File: config.mk
export PLATFORM = sky130hd
export DESIGN_NAME = ninjakun_cen_gen
export DESIGN_NICKNAME = d
export VERILOG_FILES = /design/src/rtl/ninjakun_cen_gen.sv
export SDC_FILE = /design/constraint.sdc
export NUM_CORES = 1
export LEC_CHECK = 0
export CAP_MARGIN = 30
export CORE_MARGIN = 2
export CORE_UTILIZATION = 54
export DETAILED_ROUTE_END_ITERATION = 10
export GPL_TIMING_DRIVEN = 1
export PLACE_DENSITY = 0.82
export SLEW_MARGIN = 15
export SYNTH_ARGS = -nofsm -noshare
export SYNTH_HDL_FRONTEND = slang
export SYNTH_SLANG_ARGS = --single-unit
File: constraint.sdc
create_clock -name MCLK -period 3.1 [get_ports MCLK]
set_clock_uncertainty 0.05 [all_clocks]
set_input_delay 0.465 -clock MCLK [delete_from_list [all_inputs] [get_ports MCLK]]
set_output_delay 0.465 -clock MCLK [all_outputs]
set_load 0.02 [all_outputs]
File: src/rtl/ninjakun_cen_gen.sv
// ninjakun_cen_gen: NCH integer clock-enable dividers with an optional fractional-rate enable.
// The fractional accumulator is built only when NINJAKUN_CEN_GEN_FRAC_EN is defined.
module ninjakun_cen_gen #(
   parameter int NCH  = 4,
   parameter int DIVW = 8
) (
   input  logic                MCLK,
   input  logic                RESET,
   input  logic                HOLD,
   input  logic                SYNC,
   input  logic [NCH*DIVW-1:0] DIV,
   output logic [NCH-1:0]      CEN,
   output logic [NCH-1:0]      CENN,
   output logic [NCH-1:0]      CLKO,
   input  logic [15:0]         FRAC_N,
   input  logic [15:0]         FRAC_M,
   output logic                FRAC_CEN
);
   for (genvar i = 0; i < NCH; i++) begin : g_ch
      logic [DIVW-1:0] d, de, cnt;
      logic wrap, fall, cen, cenn, clko;
      // effective ratio and phase decodes, taken from the live divide ratio
      always_comb begin
         d    = DIV[i*DIVW +: DIVW];
         de   = (d < DIVW'(2)) ? DIVW'(1) : d;
         wrap = cnt >= de - DIVW'(1);
         fall = (de >= DIVW'(2)) && (cnt == (de >> 1) - DIVW'(1));
      end
      // phase counter, registered enables and square clock; SYNC beats HOLD
      always_ff @(posedge MCLK or posedge RESET) begin
         if (RESET) begin
            cnt  <= '0;
            cen  <= 1'b0;
            cenn <= 1'b0;
            clko <= 1'b0;
         end else if (SYNC) begin
            cnt  <= '0;
            cen  <= 1'b0;
            cenn <= 1'b0;
            clko <= 1'b0;
         end else if (HOLD) begin
            cen  <= 1'b0;
            cenn <= 1'b0;
         end else begin
            cnt  <= wrap ? '0 : cnt + DIVW'(1);
            cen  <= wrap;
            cenn <= fall;
            clko <= wrap ? (de >= DIVW'(2)) : clko & ~fall;
         end
      end
      assign CEN[i]  = cen;
      assign CENN[i] = cenn;
      assign CLKO[i] = clko;
   end

`ifdef NINJAKUN_CEN_GEN_FRAC_EN
   logic [15:0] acc;
   logic [16:0] sum;
   logic sat, hit;
   // 17-bit sum so acc+N never overflows before the modulus compare
   always_comb begin
      sum = {1'b0, acc} + {1'b0, FRAC_N};
      sat = (FRAC_M == 16'd0) || (FRAC_N >= FRAC_M);
      hit = sum >= {1'b0, FRAC_M};
   end
   // fractional accumulator; a saturated ratio pulses every cycle with acc parked at 0
   always_ff @(posedge MCLK or posedge RESET) begin
      if (RESET) begin
         acc      <= '0;
         FRAC_CEN <= 1'b0;
      end else if (SYNC) begin
         acc      <= '0;
         FRAC_CEN <= 1'b0;
      end else if (HOLD) begin
         FRAC_CEN <= 1'b0;
      end else begin
         acc      <= sat ? '0 : hit ? 16'(sum - {1'b0, FRAC_M}) : sum[15:0];
         FRAC_CEN <= sat | hit;
      end
   end
`else
   logic unused_frac;
   assign unused_frac = ^{FRAC_N, FRAC_M};
   assign FRAC_CEN    = 1'b0;
`endif
endmodule

* After elaboration in Yosys (flattened, before gate mapping) *
Index checks and enable logic that the tools add are counted.

operators by class
  eq/ne operators = 5
  reduce and logical (&&, ||, !) cells = 4
  add/sub/neg operators = 12
  order comparisons = 12
  multiplexer cells = 44
  bitwise gates (word level) = 8

operators by type and width
  kind                                                        number
  two-way mux 8 bit                                           16
  adder 8 x 1 -> 8 bit, second input constant                 4
  == test 8 bit                                               4
  >= comparator 8 x 2 -> 1 bit, second input constant         4
  >= comparator 8 bit                                         4
  less-than comparator 8 x 2 -> 1 bit, second input constant  4
  subtractor 7 x 1 -> 8 bit, second input constant            4
  subtractor 8 x 1 -> 8 bit, second input constant            4
  two-way mux 1 bit                                           28
  AND 1 bit                                                   4
  logical AND 1 bit                                           4
  inverter 1 bit                                              4
  inequality test 2 x 1 -> 1 bit, second input constant       1

storage, ports and cells
  register bits after elaboration = 44
  logic and storage cells = 101
  output and inout port bits = 13
  bits of input ports = 68

* Depth between registers and ports, before layout *
  depth after elaboration = 10
  gate-level depth with buffers = 14
  gate-level depth less buffers = 13

* Worst setup path before layout *
Ideal clock, no wire load.

  kind = input to register
  from = input DIV[19]
  to = register g_ch[2].clko
  arrival time = 3426 ps
  cell stages on the path = 13
  required time = 2930 ps
  setup time = 120 ps
  path buffers = 1
  slack = -496 ps
  cells stage by stage = buf_2 > nor4_1 > a21o_1 > nand2_1 > nand2_1 > xor2_1 > ha_1 > a21o_1 > a21o_1 > a221oi_1 > a21boi_0 > o21ai_0 > a31o_2

on the way
  word-level cells in the longest chain between the ends = 10
  elaborated cells on any way between the ends = 13
  those cells by class = 2 x add/sub; 3 x order compare; 1 x eq/ne; 4 x mux; 2 x bitwise; 1 x reduce/logical

ends and longest elaborated chain
  element                                                                            line  RTL
  start, declared                                                                    11    input logic [NCH*DIVW-1:0] DIV,
  less-than comparator 8 x 2 -> 1 bit                                                25    de = (d < DIVW'(2)) ? DIVW'(1) : d;
  two-way mux 8 bit (*)                                                              25
  parallel branches: the longest is 5 deep, another holds subtractor 8 x 1 -> 8 bit  --
  two-way mux 1 bit (*)                                                              48    clko <= wrap ? (de >= DIVW'(2)) : clko & ~fall;
  two-way mux 1 bit (*)                                                              41    end else if (HOLD) begin
  two-way mux 1 bit (*)                                                              36    end else if (SYNC) begin
  end signal, assigned                                                               48
  end, declared                                                                      21    logic wrap, fall, cen, cenn, clko;

Mark *: on every way between the ends. The select of a mux whose other input is x is not followed.
A chain may end at the register's enable or synchronous reset.

* Final worst setup path *
  from = input DIV[2]
  to = register g_ch[0].cnt[3]

on the way
  word-level cells in the longest chain between the ends = 7

ends and longest elaborated chain
  element                              line  RTL
  less-than comparator 8 x 2 -> 1 bit  25
  two-way mux 8 bit (*)                25
  subtractor 8 x 1 -> 8 bit (*)        26    wrap = cnt >= de - DIVW'(1);
  >= comparator 8 bit (*)              26
  two-way mux 8 bit (*)                45    cnt <= wrap ? '0 : cnt + DIVW'(1);
  two-way mux 8 bit (*)                41
  two-way mux 8 bit (*)                36
  end signal, assigned                 45
  end, declared                        20    logic [DIVW-1:0] d, de, cnt;

Every way passes the cells marked *; elsewhere a longest branch is shown, timed or not. The select of a mux whose other input is x is not followed.

==> impl_results.md <==
* Status: finished, final reports clean
* Slew @ Worst Pin at slightly below 0.8 ns
* Initial core utilization at 0.555
* WL per Instance at 16.2 µm
* Clock share of power at 0.254
* Max-Slew Margin vs Limit at 0.468
* CP required at 3.27 ns
* Area of the multi-input gates at about 0.0032 mm²
* Sw Pwr at approximately 0.49 mW
* DR vias at 4221
* Min Tclk post-route at 3.00 ns
* Top cell type's share of synthesized area at 0.257
* Critical-path cell list: buf_6 > or3_4 > o41ai_4 > buf_4 > a21oi_2 > xnor2_1 > ha_1 > a21o_1 > a21oi_1 > and2b_2 > nor3_4 > buf_4 > nand2_1 > o21ai_0
* Cell Count, Final, Fillers Out at just over 700
* Seq pwr share at 0.422
* GRT Residual Overflow at 0
* Sw frac at 0.324
* Async SR Flop Fraction at 1.00
* Largest net degree at the start of global routing at 25
* Placed Area at 0.00537 mm²
* Post-CTS Hold Buffers at 0
* Deepest clock path buffer count at 2
* Gr usage total at 0.269
* DRT Wirelength at around 12000 µm
* Mapped cell area at between 0.004 and 0.005 mm²
* CTS tree: built
* Synth cell count leaders: nand2_1, dfrtp_1, xnor2_1, ha_1, nor2_1
* Post-synth EDFFs at 0
* H-tree depth at 2
* Final Hold Fails at 0
* Core area at approximately 0.0077 mm²
* P_int at 1.02 mW
* RSZ-0062 raised after global routing: true
* Initial antenna violation count at 0
* Cell mode on critical path: buf_4
* Rows at 32
* Detailed Place HPWL at between 8000 and 9000 µm
* Post-route cell area at 0.00581 mm²
* Avg Vias per Cell at 5.83
* Die height at 93.1 µm
* 1st-pass router iterations at 4
* Slew Viols, Final at 0
* Peak supply drop at ~0.17 mV
* CP max stage delay at between 0.3 and 0.4 ns
* DRC errors left at 0
* Clk slew on worst S/H paths at roughly 0.080 ns
* Top FF cell, synth: dfrtp_1
* Total I/O pin count at 81
* ANT cells at 0
* CTS root buffer: clkbuf_8
* Avg Cell Area, Syn at between 8 and 9 µm²
* Die Wd at between 90 and 100 µm
* Reg area at 0.00110 mm²
* Hold Path Class: in2async
* Final Core Density at 0.752
* DRT antenna net count at 0
* GPL Wtd Cong at around 0.88
* Die area at 0.00867 mm²
* Clk_lat worst skew at 0.30 ns
* Final setup fails at 0
* MaxCap Viol Count at 0
* Cell taking the most area after synthesis: dfrtp_1
* CP Class: in2reg
* Cell Pwr Density at roughly 260 mW/mm²
* Synth Net Count at a little over 600
* Yosys cell types at 65
* Global-route wire length before repair at around 19000 µm
* Vias in the first global route at approximately 4.2k
* Dpl cells at ~700
* IO buf count at 47
* Post-synthesis sequential area ratio at 0.257
* Slowest cell on crit path: or3_4
* FILL cells at 530
* CP Launch Type: primary input
* Crit-path max FO at 3
* Yosys reg bits at between 40 and 50
* Top cells by area, synth: dfrtp_1, ha_1, xnor2_1, nand2_1, xor2_1
* Area Overhead vs Synth at 35.4%
* YS warnings at 0
* Final worst-path cycle share at 0.969
* Cell with the most instances after synthesis: nand2_1
* Leakage at 2.77 nW
* Nets@finish at 729
* CTS sink count at 44
* Comb pwr share at 0.324
* CP Capture Type: flop
* Data arrival, critical path at about 3.2 ns
* Synth Instances at 502
* Fin Hold WS at ~0.47 ns
* Peak Freq at around 330 MHz
* DRT iter0 DRCs at between 100 and 150
* Ratio of cells with drive above 1 in the final layout at 0.289
* TritonCTS Buffers at 5
## what timing repair did
action                     4_1_cts  5_1_grt
resized for setup               42       65
buffers inserted                 8        8
setup endpoints to repair       33       35
pin swaps                       33       45
## path summary, 6_finish.rpt
kind / slack (ns) / cells after the start / start / endpoint
worst max-delay path: 0.1 / 14 / DIV[2] / g_ch[0].cnt[3]
worst min-delay path: 0.47 / 2 / RESET / g_ch[3].clko
worst max register to register: 0.82 / 7 / g_ch[2].cnt[5] / g_ch[2].clko
worst min register to register: 0.49 / 1 / g_ch[0].clko / g_ch[0].clko
max in group asynchronous: 1.81 / 3 / RESET / g_ch[0].cenn
min in group MCLK: 0.49 / 1 / g_ch[0].clko / g_ch[0].clko
## state kept, by name, summed over array words and instances, names as in the netlist
signal	cells
g_ch.cenn	4
g_ch.cen	4
g_ch.clko	4
g_ch.cnt	32
## layout by cell type, fill, tap and decap left out, types with 6 or more instances in the layout
cell type	Yosys	routed
buf_4	14	93
inv_1	14	9
o21ai_0	25	19
nand3_1	19	19
dlymetal6s2s_1	0	13
nor4_1	9	6
nor3_4	1	6
nand2b_1	9	9
dlygate4sd2_1	0	6
nand2_1	46	42
clkbuf_8	0	6
a21oi_1	25	17
a31oi_1	12	11
nand4_1	7	7
nor3_1	17	9
xor2_1	16	16
a21o_1	16	16
nor2_1	29	29
xnor2_1	44	43
dfrtp_1	44	44
and3_1	10	10
a21oi_2	0	8
clkbuf_2	0	6
ha_1	40	37
clkdlybuf4s50_1	0	20
## cells by family after synthesis
group,share of synthesized area
multiplexers,0.0122
buffers and inverters,0.0574
other,0.000874
adder cells (fa/ha/maj),0.117
flip-flops,0.257
XOR/XNOR,0.122
AND/OR/NAND/NOR,0.251
AO/OA/AOI/OAI,0.183
## final cells by class
| cell class | instances | share of cell area |
|---|---|---|
| clock buffers | 7 | 0.0149 |
| clock inverters | 1 | 0.00129 |
| repair buffers | 144 | 0.208 |
| inverters | 14 | 0.00905 |
| multi-input cells | 412 | 0.555 |
| flip-flops and latches | 44 | 0.190 |
| well taps | 102 | 0.0220 |
## layer usage
| metal | vias up | global-route usage | part of all wire |
|---|---|---|---|
| met5 | - | 0 | 0 |
| met4 | 0 | 0.0956 | 0.025 |
| met3 | 23 | 0.0306 | 0.036 |
| met2 | 122 | 0.497 | 0.53 |
| met1 | 2045 | 0.320 | 0.41 |
| li1 | 2031 | - | - |
## power by group through the flow
stage                     Clock [mW]  Combinational (mW)  Sequential [mW]
after global routing           0.407               0.537            0.642
after detailed placement           0               0.448            0.646
after global placement             0               0.426            0.643
after CTS                      0.382               0.460            0.634
final                          0.382               0.489            0.636
after floorplan                    0               0.265            0.630
## per-stage QoR
step	TNS, ns	worst slack [ns]	total power [mW]
after floorplan	0	0.00117	0.895
after global placement	-10.99	-0.467	1.07
after detailed placement	-15.03	-0.536	1.09
after CTS	0	0.00348	1.48
after global routing	-0.164	-0.0383	1.59
final	0	0.0960	1.51
## critical path: cells and delay by family
kind / cells / cell delay, ns
compound gates: 5 / 0.89
xor+xnor: 1 / 0.18
fa+ha+maj: 1 / 0.28
buf+inv: 3 / 0.43
simple gates: 4 / 0.93
(Power assumes the default switching activity.)
